File: src/rtl/periph_bus_master.sv
// periph_bus_master: single-outstanding initiator for the req/gnt/rvalid peripheral data bus.
// Commands from the local command port are buffered in a small FIFO. Each command is driven
// onto the bus in turn, and exactly one response is returned per command, in command order.
//
// Optional feature: define PERIPH_MASTER_TIMEOUT_EN to add the gnt/rvalid timeout. A timed-out
// transaction completes with rsp_err=1 and rsp_rdata=0. Without the macro the master waits
// indefinitely and rsp_err is tied low.
//
// Ports:
//   HCLK, HRESETn                     clock (rising edge), asynchronous active-low reset
//   cmd_valid/cmd_ready               command handshake (cmd_ready = FIFO not full)
//   cmd_write, cmd_addr, cmd_wdata    command payload
//   rsp_valid/rsp_ready               response handshake
//   rsp_rdata, rsp_err                response payload
//   data_req, data_we, data_addr,     registered bus request outputs
//   data_wdata
//   data_gnt, data_rvalid, data_rdata responder inputs
//   busy                              FSM not idle or FIFO not empty
module periph_bus_master #(
    parameter int unsigned DATA_WIDTH = 32,
    parameter int unsigned ADDR_WIDTH = 32,
    parameter int unsigned FIFO_DEPTH = 4,
    parameter int unsigned TIMEOUT    = 255
) (
    input  logic                  HCLK,
    input  logic                  HRESETn,
    input  logic                  cmd_valid,
    output logic                  cmd_ready,
    input  logic                  cmd_write,
    input  logic [ADDR_WIDTH-1:0] cmd_addr,
    input  logic [DATA_WIDTH-1:0] cmd_wdata,
    output logic                  rsp_valid,
    input  logic                  rsp_ready,
    output logic [DATA_WIDTH-1:0] rsp_rdata,
    output logic                  rsp_err,
    output logic                  data_req,
    output logic                  data_we,
    output logic [ADDR_WIDTH-1:0] data_addr,
    output logic [DATA_WIDTH-1:0] data_wdata,
    input  logic                  data_gnt,
    input  logic                  data_rvalid,
    input  logic [DATA_WIDTH-1:0] data_rdata,
    output logic                  busy
);

    localparam int unsigned PW = $clog2(FIFO_DEPTH) + 1;

    localparam logic [1:0] IDLE    = 2'd0;
    localparam logic [1:0] REQ     = 2'd1;
    localparam logic [1:0] WAIT_RV = 2'd2;
    localparam logic [1:0] RSP     = 2'd3;

    logic [1:0]            state_q, state_d;
    logic [PW-1:0]         wr_ptr_q, rd_ptr_q;
    logic [ADDR_WIDTH-1:0] fifo_addr  [FIFO_DEPTH];
    logic [DATA_WIDTH-1:0] fifo_wdata [FIFO_DEPTH];
    logic [FIFO_DEPTH-1:0] fifo_write;
    logic [PW-2:0]         wr_idx, rd_idx;
    logic                  empty, full, idle, push, pop, bypass;
    logic                  rv_done, tmo_hit, tmo_fire;

    assign wr_idx    = wr_ptr_q[PW-2:0];
    assign rd_idx    = rd_ptr_q[PW-2:0];
    assign empty     = (wr_ptr_q == rd_ptr_q);
    assign full      = (wr_ptr_q[PW-1] != rd_ptr_q[PW-1]) && (wr_idx == rd_idx);
    assign cmd_ready = !full;
    assign idle      = (state_q == IDLE);

    // An idle master with an empty FIFO takes the command straight into the transaction
    // register; this is a same-cycle push+pop that leaves the FIFO untouched and lets the
    // request appear the cycle after accept.
    assign bypass = idle && empty && cmd_valid;
    assign push   = cmd_valid && !full && !bypass;
    assign pop    = idle && !empty;

    assign rv_done   = (state_q == WAIT_RV) && data_rvalid;
    assign rsp_valid = (state_q == RSP);
    assign busy      = !idle || !empty;

`ifdef PERIPH_MASTER_TIMEOUT_EN
    logic [7:0] tmo_cnt_q;

    // Fires on the last allowed waiting cycle, so data_req is high for exactly TIMEOUT cycles.
    assign tmo_hit = (tmo_cnt_q == 8'(TIMEOUT - 1));

    always_ff @(posedge HCLK or negedge HRESETn) begin
        if (!HRESETn) begin
            tmo_cnt_q <= '0;
        end else if (state_d != state_q) begin
            tmo_cnt_q <= '0;
        end else if (state_q == REQ || state_q == WAIT_RV) begin
            tmo_cnt_q <= tmo_cnt_q + 8'd1;
        end
    end

    always_ff @(posedge HCLK or negedge HRESETn) begin
        if (!HRESETn) begin
            rsp_err <= 1'b0;
        end else if (rv_done) begin
            rsp_err <= 1'b0;
        end else if (tmo_fire) begin
            rsp_err <= 1'b1;
        end
    end
`else
    assign tmo_hit = 1'b0;
    assign rsp_err = 1'b0;
`endif

    assign tmo_fire = tmo_hit && (((state_q == REQ) && !data_gnt) ||
                                  ((state_q == WAIT_RV) && !data_rvalid));

    always_comb begin
        state_d = state_q;
        case (state_q)
            IDLE:    if (pop || bypass) state_d = REQ;
            REQ:     if (data_gnt) state_d = WAIT_RV;
                     else if (tmo_fire) state_d = RSP;
            WAIT_RV: if (data_rvalid || tmo_fire) state_d = RSP;
            RSP:     if (rsp_ready) state_d = IDLE;
            default: state_d = IDLE;
        endcase
    end

    // Command storage needs no reset: only entries between the pointers are ever read.
    always_ff @(posedge HCLK) begin
        if (push) begin
            fifo_addr[wr_idx]  <= cmd_addr;
            fifo_wdata[wr_idx] <= cmd_wdata;
            fifo_write[wr_idx] <= cmd_write;
        end
    end

    always_ff @(posedge HCLK or negedge HRESETn) begin
        if (!HRESETn) begin
            state_q    <= IDLE;
            wr_ptr_q   <= '0;
            rd_ptr_q   <= '0;
            data_req   <= 1'b0;
            data_we    <= 1'b0;
            data_addr  <= '0;
            data_wdata <= '0;
            rsp_rdata  <= '0;
        end else begin
            state_q  <= state_d;
            data_req <= (state_d == REQ);
            if (push) wr_ptr_q <= wr_ptr_q + PW'(1);
            if (pop)  rd_ptr_q <= rd_ptr_q + PW'(1);
            // The bus outputs double as the transaction register and hold outside REQ.
            if (pop) begin
                data_we    <= fifo_write[rd_idx];
                data_addr  <= fifo_addr[rd_idx];
                data_wdata <= fifo_wdata[rd_idx];
            end else if (bypass) begin
                data_we    <= cmd_write;
                data_addr  <= cmd_addr;
                data_wdata <= cmd_wdata;
            end
            if (rv_done) begin
                rsp_rdata <= data_we ? '0 : data_rdata;
            end else if (tmo_fire) begin
                rsp_rdata <= '0;
            end
        end
    end

endmodule

File: config.mk
export PLATFORM = sky130hd
export DESIGN_NAME = periph_bus_master
export DESIGN_NICKNAME = d
export VERILOG_FILES = /design/src/rtl/periph_bus_master.sv
export SDC_FILE = /design/constraint.sdc
export NUM_CORES = 1
export LEC_CHECK = 0
export CORE_ASPECT_RATIO = 1.25
export CORE_UTILIZATION = 24
export DETAILED_ROUTE_END_ITERATION = 8
export PLACE_DENSITY = 0.52
export SLEW_MARGIN = 20
export SYNTH_ARGS = -nofsm -noshare
export SYNTH_HDL_FRONTEND = slang
export SYNTH_SLANG_ARGS = --single-unit
File: constraint.sdc
create_clock -name HCLK -period 7.2 [get_ports HCLK]
set_input_delay 1.44 -clock HCLK [delete_from_list [all_inputs] [get_ports HCLK]]
set_output_delay 1.44 -clock HCLK [all_outputs]
set_load 0.1 [all_outputs]
# == Yosys cells after proc, flatten, opt, wreduce, memory -nomap -nowiden ==
# Memories as Yosys holds them, arrays and structs flattened.
# Cells that the tools add are included.
# word_totals
register_bits,110
latch_bits,0
ramBits,256
romBits,0
inputBits,103
output_inout_bits,102
elab_cells,58
memories,2
# classes
add_sub_neg,2
multipliers,0
div,0
magnitude_cmp,3
n_eq_ne,7
n_shift,0
mux,19
bitwise,0
reduce_logical,16
# memory_table
name,words,word_bits,read_ports,rd_clocked_by_memory_dff,write_ports,line_no,rtl
fifo_addr,4,32,1,0,1,55,logic [ADDR_WIDTH-1:0] fifo_addr [FIFO_DEPTH];
fifo_wdata,4,32,1,0,1,56,logic [DATA_WIDTH-1:0] fifo_wdata [FIFO_DEPTH];
# op_table
op,count
$mux 32,5
$logic_and 1x1->1,8
$mux 2,4
$pmux 2 s4,1
$add 3x1->3 const B,2
$lt 2x3->1 const B,2
$mux 1,6
$bwmux 4,1
$eq 2x1->1 const B,2
$eq 2x2->1 const B,2
$logic_not 1->1,4
$eq 3x3->1,1
$bmux 1 s2,1
$demux 1 s2,1
$eq 2x2->1,1
$ge 2x1->1 const B,1
$logic_not 2->1,1
$logic_or 1x1->1,2
$reduce_bool 2->1,1
$ne 1x1->1,1

# == Longest topological paths before layout ==
# depth
word_depth,7
ltp_mapped,7
mapped_depth_nobuf,4

# == Least setup slack after synthesis ==
# OpenSTA, ideal clock, no wires.
# synth_path
path_kind,input port to flip-flop
start,input port cmd_valid
end,"memory fifo_addr[3][0], enable pin"
setup_ns,0.488
arrival_time_ns,4.229
required_time_ns,6.712
path_slack_ns,2.483
stages,2
path_buffers,0
path_cell_list,nand2_1 -> nor2_1
# synth_between
elab_chain_len,5
word_cells_on_any_way,6
cone_classes,mux (2); reduce/logical (4)
# synth_lines
item,line_no,rtl
start: declaration,27,"input logic cmd_valid,"
$logic_and 1x1->1,72,assign bypass = idle && empty && cmd_valid;
$logic_not 1->1,73,assign push = cmd_valid && !full && !bypass;
$logic_and 1x1->1 (*),73,
$mux 1 (*),127,if (push) begin
$mux 1 (implied by the code) (*),128,fifo_addr[wr_idx] <= cmd_addr;
end: declaration,55,
# Mark *: on every way between the ends. The rest lies on a longest branch, timed or not.

# == Worst setup path after layout ==
# layout_path
start,register rd_ptr_q[0]
end,output port cmd_ready
# layout_between
elab_chain_len,3
# layout_lines
item,line_no,rtl
start: declaration,54,"logic [PW-1:0] wr_ptr_q, rd_ptr_q;"
start signal: assignment,148,if (pop) rd_ptr_q <= rd_ptr_q + PW'(1);
$eq 2x2->1,65,assign full = (wr_ptr_q[PW-1] != rd_ptr_q[PW-1]) && (wr_idx == rd_idx);
$logic_and 1x1->1,65,
$logic_not 1->1,66,assign cmd_ready = !full;
end: declaration,28,"output logic cmd_ready,"
# No other way between the ends.

==> results.py <==
metrics = {
    "clock_network": {
        "cts-root-buf": "clkbuf_16",
        "htreeDepth": 2,
        "numCtsBuffers": 39,
        "clk_transition_reported_paths_ns": 0.06,
        "clk_latency_ns": 0.53,
        "cts_tree": "done",
        "clock-sinks": 366,
        "hold_buffers": 0,
        "clk_path_buf_depth": 3,
        "cts_resized": 0,
        "cts_setup_buffers": 0,
    },
    "detailed_routing": {
        "ant_nets": 0,
        "drc_errors": 0,
        "wl_met3_mm": 2.19,
        "vias": 7698,
        "maxUsedRoutingLayer": "met5",
        "wire_per_inst_um": 19.6,
        "wl_mm": 34.1,
        "first_pass_iters": 4,
        "route.met2.wl_mm": 17.6,
        "wl_met1_mm": 13.5,
        "dr.first_iter.drc_count": 479,
        "vias_per_cell": 4.42,
    },
    "floorplanning": {
        "die_w_um": 218,
        "dieArea_um2": 59500,
        "rows": 98,
        "design.core.area_um2": 57500,
        "start_util": 0.244,
        "ios": 205,
        "die_h_um": 273,
    },
    "synth": {
        "ys_types": 31,
        "synth_area_um2": 14100,
        "synth_edf_count": 260,
        "yosys.area.top_type": "edfxtp_1",
        "ys.flop_type": "edfxtp_1",
        "syn_inst": 762,
        "ys_warn_count": 0,
        "synth_top_area_share": 0.555,
        "synth_area_leaders": "edfxtp_1 (56%), dfrtp_1 (19%), mux4_2 (10%)",
        "synth.avg_cell_area_um2": 18.4,
        "synth_nets": 870,
        "synth_most_common_cell": "edfxtp_1",
        "synth_seq_cells": 366,
        "yosysSeqAreaShare": 0.744,
        "async_flop_share": 0.290,
        "synth_common_cells": "edfxtp_1 (260), dfrtp_1 (106), a2bb2oi_1 (65), mux4_2 (65), o22ai_1 (65)",
    },
    "job": {
        "maxCapViolations": 0,
    },
    "global_routing": {
        "overflow": 0,
        "groute.usage.overall": 0.113,
        "antenna_found_initial": 9,
        "grt_max_degree": 72,
        "grt_pass1_vias": 8403,
        "grt_pass1_wl_mm": 51.2,
    },
    "sta": {
        "hold_viol": 0,
        "maxSlewViolCount": 0,
        "setup_viol": 0,
        "setup_tns_ns": 0,
        "clock_skew_ns": 0.0142,
        "fmax_mhz": 219,
        "tightest_slew_ns": 1.06,
        "fin_crit_sh": 0.634,
        "finalCriticalPeriod_ns": 4.57,
        "grt_setup_unrepaired": "false",
        "timing.slew.headroom": 0.288,
    },
    "placement": {
        "routabilityCongestion": 0.718,
        "hpwlAfterDp_mm": 21.0,
        "dp_cells": 1672,
        "io_buffers": 203,
    },
    "finish": {
        "diodes": 0,
        "num-nets-final": 1071,
        "stdcell_count": 1743,
        "n_fill_cell": 5592,
        "syn2layout_area_growth_pct": 29.0,
        "ff_latch_area_um2": 10500,
        "drive_above_1_share": 0.150,
        "multi_input_area_um2": 3310,
    },
    "worst_setup_path": {
        "crit_fanout": 34,
        "critPathLaunchType": "register",
        "worstPathArrival_ns": 3.13,
        "startpoint": "rd_ptr_q[0]$_DFFE_PN0N_",
        "worstSetupEndpointType": "primary output",
        "worstSetupPathType": "register to primary output",
        "cp_data_required_time_ns": 5.76,
        "reg2reg_to": "rd_ptr_q[1]$_DFFE_PN0N_",
        "rr_startpoint": "rd_ptr_q[0]$_DFFE_PN0N_",
        "reg2reg_slack_ns": 4.21,
        "r2r_cells": 6,
        "worstSetupEndpoint": "cmd_ready",
    },
    "worst_hold_path": {
        "hp-start": "rsp_rdata[28]$_DFFE_PN0P_",
        "holdCritPathClass": "register to register",
    },
    "run_status": {
        "status": "completed",
    },
}
-- registers in the layout (all words and copies together), names as in the netlist --
signal,cells
fifo_addr,128
fifo_wdata,128
data_wdata,32
fifo_write,4
rsp_rdata,32
wr_ptr_q,3
rd_ptr_q,3
data_addr,32
data_req,1
state_q,2
data_we,1
-- cells in the final DEF, fill, tap and decap left out, types with 4 or more instances in the layout --
cell,n
a21oi_1,4
a2bb2oi_1,65
buf_4,11
bufinv_16,4
clkbuf_1,10
clkbuf_16,40
clkdlybuf4s50_1,202
clkinv_2,8
dfrtp_1,104
edfxtp_1,260
ha_1,5
mux4_2,65
nand2_1,36
nand2b_1,33
o21ai_0,33
o22ai_1,65
xnor2_1,5
xor2_1,4
-- cell type report --
| class | count | share of cell area |
|---|---|---|
| clock buffers | 52 | 0.0588 |
| clock inverters | 19 | 0.0123 |
| inverters | 2 | 0.000414 |
| multi-input cells | 340 | 0.183 |
| flip-flops and latches | 366 | 0.577 |
| well taps | 750 | 0.0517 |
| repair buffers | 214 | 0.117 |
-- per-layer routing --
metal,vias up,global-route usage
met4,18,0.0331
met3,59,0.0326
met1,3977,0.129
met5,-,0
met2,182,0.202
li1,3462,-
-- worst min path at each step --
stage               cells past startpoint                   endpoint  slack (ns)
floorplan                               1    rd_ptr_q[2]$_DFFE_PN0N_        0.51
global placement                        2  rsp_rdata[19]$_DFFE_PN0P_        0.46
detailed placement                      2  rsp_rdata[15]$_DFFE_PN0P_        0.47
CTS                                     2   rsp_rdata[8]$_DFFE_PN0P_        0.49
global route                            2  rsp_rdata[12]$_DFFE_PN0P_        0.51
finish                                  2  rsp_rdata[28]$_DFFE_PN0P_        0.48
-- critical path, cell delays in order (launching register included) --
cell and delay [ns]:
dfrtp_4 0.87, xor2_1 0.37, nor2_1 0.12, nand2_1 0.09
clkdlybuf4s50_1 1.13
-- metrics by stage --
stage | area (um^2) | util | setup slack (ns) | hold WS [ns]
global placement | 16800 | 0.293 | 3.02 | 0.464
finish | 18100 | 0.315 | 2.63 | 0.479
global route | 18100 | 0.315 | 2.41 | 0.515
detailed placement | 16800 | 0.293 | 3.10 | 0.475
CTS | 18100 | 0.315 | 2.50 | 0.487
floorplan | 14100 | - | 2.48 | 0.512
-- cell families (layout without fill, tap and decap cells) --
logic type	Yosys count	after routing	share of synthesized area
mux	67	67	0.106
other cells	1	1	0.000267
simple gates	87	87	0.0319
compound gates	171	171	0.0849
fa+ha+maj	5	5	0.00445
buf+inv	56	287	0.0230
flops	366	366	0.744
xor+xnor	9	9	0.00561
Power is not shown: default switching activity piles up to over one toggle a cycle in this logic, so the estimate is an artifact.
